==> src/rtl/pipe_pkg.sv <==
// Shared pipeline types: skid buffer state encoding and occupancy decode.
package pipe_pkg;

   typedef enum logic [1:0] {
      S_EMPTY = 2'd0,
      S_BUSY  = 2'd1,
      S_FULL  = 2'd2
   } skid_state_t;

   function automatic logic [1:0] state_level(input skid_state_t s);
      logic [1:0] lvl;
      lvl = 2'd0;
      unique case (s)
         S_EMPTY: lvl = 2'd0;
         S_BUSY:  lvl = 2'd1;
         S_FULL:  lvl = 2'd2;
         default: lvl = 2'd0;
      endcase
      return lvl;
   endfunction

endpackage

==> src/rtl/skid_buffer_en_reg.sv <==
// Enabled data register with synchronous active-high reset to RST_VAL.
module skid_buffer_en_reg #(
   parameter int unsigned           WIDTH   = 32,
   parameter logic [WIDTH-1:0]      RST_VAL = '0
) (
   input  logic             clk,
   input  logic             rst,
   input  logic             en_i,
   input  logic [WIDTH-1:0] d_i,
   output logic [WIDTH-1:0] q_o
);

   logic [WIDTH-1:0] data_q;

   always_ff @(posedge clk) begin
      if (rst) begin
         data_q <= RST_VAL;
      end else if (en_i) begin
         data_q <= d_i;
      end
   end

   assign q_o = data_q;

endmodule

==> src/rtl/skid_buffer.sv <==
// Two-entry skid buffer: registered valid/ready on both sides, main register drives out_data.
module skid_buffer
   import pipe_pkg::*;
#(
   parameter int unsigned      WIDTH   = 32,
   parameter logic [WIDTH-1:0] RST_VAL = '0
) (
   input  logic             clk,
   input  logic             rst,
   input  logic             flush,
   input  logic             in_valid,
   input  logic [WIDTH-1:0] in_data,
   output logic             in_ready,
   output logic             out_valid,
   output logic [WIDTH-1:0] out_data,
   input  logic             out_ready,
   output logic [1:0]       level
);

   skid_state_t      state_q, state_d;
   logic             in_fire, out_fire;
   logic             main_en, skid_en, main_sel_skid;
   logic [WIDTH-1:0] main_d, skid_q;

   // Handshake outputs decode from state only, so no ready/valid combinational paths.
   assign out_valid = (state_q != S_EMPTY);
   assign in_ready  = (state_q != S_FULL);
   assign level     = state_level(state_q);

   assign in_fire  = in_valid & in_ready;
   assign out_fire = out_valid & out_ready;
   assign main_d   = main_sel_skid ? skid_q : in_data;

   always_ff @(posedge clk) begin
      if (rst) begin
         state_q <= S_EMPTY;
      end else begin
         state_q <= state_d;
      end
   end

   always_comb begin
      state_d       = state_q;
      main_en       = 1'b0;
      skid_en       = 1'b0;
      main_sel_skid = 1'b0;
      if (flush) begin
         // Flush drops everything, including any handshake in the same cycle.
         state_d = S_EMPTY;
      end else begin
         unique case (state_q)
            S_EMPTY: begin
               if (in_fire) begin
                  main_en = 1'b1;
                  state_d = S_BUSY;
               end
            end
            S_BUSY: begin
               if (in_fire && out_fire) begin
                  main_en = 1'b1;
               end else if (in_fire) begin
                  skid_en = 1'b1;
                  state_d = S_FULL;
               end else if (out_fire) begin
                  state_d = S_EMPTY;
               end
            end
            S_FULL: begin
               if (out_fire) begin
                  main_en       = 1'b1;
                  main_sel_skid = 1'b1;
                  state_d       = S_BUSY;
               end
            end
            default: state_d = S_EMPTY;
         endcase
      end
   end

   skid_buffer_en_reg #(
      .WIDTH   (WIDTH),
      .RST_VAL (RST_VAL)
   ) u_main_reg (
      .clk  (clk),
      .rst  (rst),
      .en_i (main_en),
      .d_i  (main_d),
      .q_o  (out_data)
   );

   skid_buffer_en_reg #(
      .WIDTH   (WIDTH),
      .RST_VAL (RST_VAL)
   ) u_skid_reg (
      .clk  (clk),
      .rst  (rst),
      .en_i (skid_en),
      .d_i  (in_data),
      .q_o  (skid_q)
   );

endmodule

==> config.mk <==
export PLATFORM = sky130hd
export DESIGN_NAME = skid_buffer
export DESIGN_NICKNAME = d
export VERILOG_FILES = /design/src/rtl/pipe_pkg.sv /design/src/rtl/skid_buffer_en_reg.sv /design/src/rtl/skid_buffer.sv
export SDC_FILE = /design/constraint.sdc
export NUM_CORES = 1
export LEC_CHECK = 0
export ABC_AREA = 0
export CORE_ASPECT_RATIO = 0.9
export CORE_MARGIN = 8
export CORE_UTILIZATION = 52
export DETAILED_ROUTE_END_ITERATION = 10
export GPL_ROUTABILITY_DRIVEN = 1
export MAX_ROUTING_LAYER = met4
export PLACE_DENSITY = 0.8
export SKIP_CTS_REPAIR_TIMING = 1
export SLEW_MARGIN = 5
export SYNTH_ARGS = -nofsm -noshare
export SYNTH_HDL_FRONTEND = slang
export SYNTH_HIERARCHICAL = 1
export SYNTH_SLANG_ARGS = --single-unit
export TNS_END_PERCENT = 10
==> constraint.sdc <==
create_clock -name clk -period 2.3 [get_ports clk]
set_input_delay 0.46 -clock clk [delete_from_list [all_inputs] [get_ports clk]]
set_output_delay 0.46 -clock clk [all_outputs]
set_load 0.02 [all_outputs]
==> results of run 1 <==
## Yosys cell counts
cell                        number  area share [%]
sky130_fd_sc_hd__mux2_2         32              13
sky130_fd_sc_hd__a2111oi_0       1            0.31
sky130_fd_sc_hd__inv_1           1            0.13
sky130_fd_sc_hd__o31a_1          1            0.31
sky130_fd_sc_hd__mux2i_1        64              22
sky130_fd_sc_hd__nor3_1          1            0.17
sky130_fd_sc_hd__nor2b_1         1            0.22
sky130_fd_sc_hd__dfxtp_1        66              46
sky130_fd_sc_hd__or2_2           1            0.22
sky130_fd_sc_hd__nand2b_4        1            0.48
sky130_fd_sc_hd__buf_12          6             4.2
sky130_fd_sc_hd__nor3b_4         1            0.65
sky130_fd_sc_hd__buf_6           5             2.0
sky130_fd_sc_hd__clkbuf_1        6            0.78
sky130_fd_sc_hd__nor2_1         64             8.4
sky130_fd_sc_hd__a211oi_1        1            0.26
sky130_fd_sc_hd__nand2b_1        1            0.22
sky130_fd_sc_hd__nand3b_1        2            0.52
sky130_fd_sc_hd__nand2_1         1            0.13
sky130_fd_sc_hd__a21oi_1         1            0.17
## registers in the layout (all words and copies together), names as in the netlist
| register | flops |
|---|---|
| u_skid_reg/q_o | 32 |
| state_q | 2 |
| u_main_reg/q_o | 32 |
## metrics by stage
step,utilization [%],setup slack [ns],power [mW]
2_1_floorplan,-,0.635,1.39
3_3_place_gp,67.8,0.139,1.53
3_5_place_dp,67.8,0.0657,1.54
4_1_cts,72.1,0.266,2.62
5_1_grt,72.1,0.233,2.69
6_report,72.1,0.290,2.58
## worst max-delay path, cell delays in order (launching register included)
cell                              delay [ns]
sky130_fd_sc_hd__dfxtp_1                0.37
sky130_fd_sc_hd__or2_2                  0.31
sky130_fd_sc_hd__clkdlybuf4s50_1        0.54
## final cells by class
type / count / area share, %
Multi-Input combinational cell: 173 / 35.8
Sequential cell: 66 / 34.7
Inverter: 1 / 0.0985
Clock buffer: 10 / 3.61
Tap cell: 67 / 2.20
Timing Repair Buffer: 78 / 21.3
Clock inverter: 6 / 2.36
## kinds of logic after synthesis
family                 count (synthesis)
multiplexers                          96
AND/OR/NAND/NOR                       73
flip-flops                            66
buffers and inverters                 18
AO/OA/AOI/OAI                          4
## how the worst min path moves through the flow
stage	to	from	cells past startpoint
final	u_skid_reg/q_o[12]	u_skid_reg/q_o[12]	2
after global routing	u_skid_reg/q_o[28]	rst	2
after CTS	u_skid_reg/q_o[22]	rst	2
after detailed placement	u_skid_reg/q_o[0]	u_skid_reg/q_o[0]	2
after global placement	u_skid_reg/q_o[4]	u_skid_reg/q_o[4]	2
after floorplan	u_skid_reg/q_o[0]	u_skid_reg/q_o[0]	2
## report_power, final
group,switching (mW),internal [mW],leakage (nW),total (mW)
Clock,0.431,0.641,0.112,1.07
Sequential,0.0185,1.18,0.536,1.19
Combinational,0.140,0.176,0.731,0.316
Total,0.589,1.99,1.38,2.58
## layer usage
metal	up-vias	wire length (um)
met2	54	2970
met1	934	2600
met5	-	0
li1	1017	-
met3	6	440
met4	0	63
==> impl_metrics.json, run 1 <==
{
  "run_status": "finished clean",
  "io_buffer_count": 72,
  "reg2reg_to": "u_main_reg/q_o[24]",
  "placer_congestion": 0.789,
  "worst-slew-pin-transition_ns": 0.381,
  "layout_worst_path_cycle_share_pct": 87.4,
  "timing_max_transition_violations_final": 0,
  "share_of_the_synthesized_netlist_area_taken_by_xor_and_xnor_gates_pct": 0,
  "nFillCells": 402,
  "io_pins": 73,
  "finalCriticalPeriod_ns": 2.01,
  "core_area_mm2": 0.00529,
  "routed_wire_length_per_instance_um": 15.2,
  "slew-limit-headroom_pct": 74.0,
  "viasPerCell": 5.01,
  "grt_antenna_before_repair": 0,
  "layout-drive-gt1-share_pct": 18.0,
  "global_route.overflow_total": 0,
  "grt_pass1_wl_um": 9860,
  "met2_routing_resource_usage_after_global_routing_pct": 25.9,
  "fin_worst_hold_slack_ns": 0.490,
  "fmaxAchievable_ghz": 0.497,
  "cts_made_buffers": 9,
  "detail_route.wirelength_um": 6080,
  "powerDensity_mw_per_mm2": 678,
  "tns_ns": 0,
  "clock_sink_count": 66,
  "first_pass_iters": 4,
  "num_antenna_cells": 0,
  "path_max_fanout": 6,
  "crit_path_end_kind": "output pin",
  "net_count_of_the_mapped_netlist": 294,
  "final-instance-count-excl-fill": 401,
  "ys_warn_count": 6,
  "grt.met1_usage_pct": 16.6,
  "timing.rr.start": "state_q[1]",
  "synth_compound_area_share_pct": 1.05,
  "dr.first_iter.drc_count": 79,
  "cts_max_level": 3,
  "setup_repair_after_global_routing_missed_its_margin": "false",
  "nNetsFinal": 366,
  "hold_violations": 0,
  "synth_seq_cells": 66,
  "drv.max_cap_violation_count": 0,
  "ff_latch_area_mm2": 0.00132,
  "timing.critical_path.required_ns": 1.84,
  "setup.worst_path.start_class": "flip-flop",
  "start_util_pct": 54.3,
  "leakage_power_total_nw": 1.38,
  "final_hpwl_from_detailed_placement_um": 3990,
  "crit_path_start": "state_q[1]",
  "largest_net_degree_at_the_start_of_global_routing": 51,
  "clock_tree.root_cell": "sky130_fd_sc_hd__clkbuf_8",
  "grt.busiest_layer": "met2",
  "post_synth_design_cell_area_mm2": 0.00287,
  "insertion_delay_ns": 0.34,
  "detailed_place.area_mm2": 0.00358,
  "syn2layout_area_growth_pct": 32.7,
  "setup_viol": 0,
  "synthSimpleGateAreaFrac_pct": 11.0,
  "worst_setup_path_endpoint": "out_valid",
  "dp_cell_count": 385,
  "gr-usage-met3_pct": 6.91,
  "most_frequent_standard_cell_in_the_layout_excluding_fill_and_tap_cells": "sky130_fd_sc_hd__clkdlybuf4s50_1",
  "cts_tree": "yes",
  "ys_seq_area_share_pct": 46.0,
  "combinational_family_with_the_most_area_after_synthesis": "multiplexers",
  "mean_instance_size_in_the_synthesized_netlist_um2": 11.2,
  "mostFrequentLayoutCells": "71 x sky130_fd_sc_hd__clkdlybuf4s50_1, 66 x sky130_fd_sc_hd__dfxtp_1, 64 x sky130_fd_sc_hd__mux2i_1, 64 x sky130_fd_sc_hd__nor2_1, 32 x sky130_fd_sc_hd__mux2_2",
  "cts_buffer_depth": 2,
  "synth.area.mux_share_pct": 34.9,
  "vias_in_the_first_global_route": 2078,
  "die_area_mm2": 0.00816,
  "width_of_the_chip_um": 94.3,
  "syn-instance-count": 257,
  "timing.critical_path.arrival_ns": 1.55,
  "rows": 25,
  "min-delay-path-class": "reg2reg",
  "peakVddDrop_mv": 0.470,
  "path_clk_slew_ns": 0.07,
  "dieHeight_um": 86.5,
  "num_vias": 2011,
  "grt_util_overall_pct": 15.7,
  "path_class": "reg2out",
  "layout.cell_area.non_filler_mm2": 0.00381,
  "synth-adder-area-share_pct": 0,
  "ff2ff_path_depth": 6,
  "multi_input_area_mm2": 0.00136,
  "final.setup_skew_ns": 0.00852,
  "synth.distinct_cells": 20,
  "final_antenna_net_count": 0,
  "reg2reg_slack_ns": 0.51,
  "drc": 0
}
Power figures use the tool's default switching activity.
==> run 2, diff against run 1 <==
REMOVE_ABC_BUFFERS = 1   (was default)
SLEW_MARGIN = default   (was 5)
==> run 2 against run 1 <==
Clock power is 22% lower. Final area is 1.2% lower. Core utilization is 0.90 points lower. Routed wire length is 0.46% lower. Sequential power hardly changed. Count of clock-buffer cells in the layout is 2 higher. Power is 9.1% lower. First-iteration DRC count is 14% higher. Register-to-register slack better by 0.06 ns. Clock skew is 0.0026 ns lower. Sequential share of layout area is 0.44 points higher. Critical endpoint unchanged. Largest cell class unchanged.
==> impl_metrics.json, run 2 (synthesized netlist as in run 1, its figures left out) <==
{
  "die_area_mm2": 0.00816,
  "core_area_mm2": 0.00529,
  "path_clk_slew_ns": 0.06,
  "power_mw": 2.35,
  "path_max_fanout": 6,
  "insertion_delay_ns": 0.33,
  "timing.critical_path.arrival_ns": 1.54,
  "drv.max_cap_violation_count": 0,
  "width_of_the_chip_um": 94.3,
  "grt_util_overall_pct": 16.0,
  "mostFrequentLayoutCells": "71 x sky130_fd_sc_hd__clkdlybuf4s50_1, 66 x sky130_fd_sc_hd__dfxtp_1, 64 x sky130_fd_sc_hd__mux2i_1, 64 x sky130_fd_sc_hd__nor2_1, 32 x sky130_fd_sc_hd__mux2_2",
  "clock_sink_count": 66,
  "io_buffer_count": 72,
  "start_util_pct": 54.3,
  "final_critical_path_setup_slack_ns": 0.295,
  "viasPerCell": 5.02,
  "cts_tree": "yes",
  "setup.worst_path.start_class": "flip-flop",
  "hold_violations": 0,
  "global_route.overflow_total": 0,
  "io_pins": 73,
  "rows": 25,
  "grt_pass1_wl_um": 10100,
  "cts_buffer_depth": 2,
  "final_antenna_net_count": 0,
  "most_frequent_standard_cell_in_the_layout_excluding_fill_and_tap_cells": "sky130_fd_sc_hd__clkdlybuf4s50_1",
  "layout-drive-gt1-share_pct": 18.2,
  "dr.first_iter.drc_count": 90,
  "detail_route.wirelength_um": 6050,
  "slew-limit-headroom_pct": 58.0,
  "finalCoreUtilization_pct": 71.2,
  "min-delay-path-class": "reg2reg",
  "critical_path.max_stage_delay_ns": 0.54,
  "path_class": "reg2out",
  "layout_worst_path_cycle_share_pct": 87.2,
  "worst-slew-pin-transition_ns": 0.631,
  "final_hpwl_from_detailed_placement_um": 4200,
  "final.setup_skew_ns": 0.00597,
  "nNetsFinal": 369,
  "run_status": "finished clean",
  "drc": 0,
  "num_antenna_cells": 0,
  "first_pass_iters": 4,
  "timing.critical_path.required_ns": 1.84,
  "setup_repair_after_global_routing_missed_its_margin": "false",
  "powerDensity_mw_per_mm2": 624,
  "place_worst_setup_slack_ns": 0.0884,
  "fmaxAchievable_ghz": 0.499,
  "dieHeight_um": 86.5,
  "peakVddDrop_mv": 0.440,
  "finalCriticalPeriod_ns": 2.00,
  "cpMaxStageDelayCell": "sky130_fd_sc_hd__clkdlybuf4s50_1",
  "setup_viol": 0,
  "cts_max_level": 3,
  "crit_path_end_kind": "output pin",
  "clock_tree.root_cell": "sky130_fd_sc_hd__clkbuf_8",
  "num_vias": 2022,
  "cts_made_buffers": 9,
  "largest_net_degree_at_the_start_of_global_routing": 35,
  "path_cells": "or2_2 -> clkdlybuf4s50_1",
  "routed_wire_length_per_instance_um": 15.0,
  "grt_antenna_before_repair": 0,
  "syn2layout_area_growth_pct": 31.1,
  "placer_congestion": 0.694,
  "vias_in_the_first_global_route": 2124,
  "timing_max_transition_violations_final": 0,
  "leakage_power_total_nw": 1.37
}
## run 2: worst paths after layout
check / from / end / slack (ns) / depth (start not counted)
hold reg to reg: u_main_reg/q_o[12] / u_main_reg/q_o[12] / 0.49 / 2
setup / recovery: state_q[1] / out_valid / 0.30 / 2
hold / removal: u_main_reg/q_o[12] / u_main_reg/q_o[12] / 0.49 / 2
setup reg to reg: state_q[1] / u_main_reg/q_o[0] / 0.57 / 6
## run 2: area by class of cell
cell class | instances | area (um2)
Clock buffer | 12 | 155
Clock inverter | 3 | 15.0
Multi-Input combinational cell | 173 | 1360
Sequential cell | 66 | 1320
Fill cell | 416 | 1520
Tap cell | 67 | 83.8
Inverter | 1 | 3.75
Timing Repair Buffer | 81 | 821
## run 2: worst max-delay path: cells and delay by family (launching register included)
family / cells / cell delay [ns]
buf+inv: 1 / 0.54
flops: 1 / 0.37
simple gates: 1 / 0.31
## run 2: routing by layer
layer	share of wire, %	vias up	GRT usage [%]
met1	47	940	19.1
met4	0.88	0	6.33
met2	45	54	24.1
li1	-	1022	-
met3	6.9	6	5.87
met5	0	-	-
## run 2: through the flow
stage | hold slack, ns | instances | area [um2] | setup TNS (ns)
floorplan | 0.454 | 240 | 2670 | -106.48
global route | 0.509 | 403 | 3760 | 0
finish | 0.490 | 403 | 3760 | 0
global placement | 0.465 | 388 | 3590 | 0
detailed placement | 0.478 | 388 | 3590 | 0
CTS | 0.494 | 403 | 3760 | 0
## run 2: power breakdown
group / switching [mW] / internal (mW) / leakage (nW) / total, mW
Combinational: 0.139 / 0.175 / 0.742 / 0.314
Clock: 0.400 / 0.439 / 0.0920 / 0.838
Sequential: 0.0187 / 1.18 / 0.536 / 1.20
Total: 0.558 / 1.79 / 1.37 / 2.35
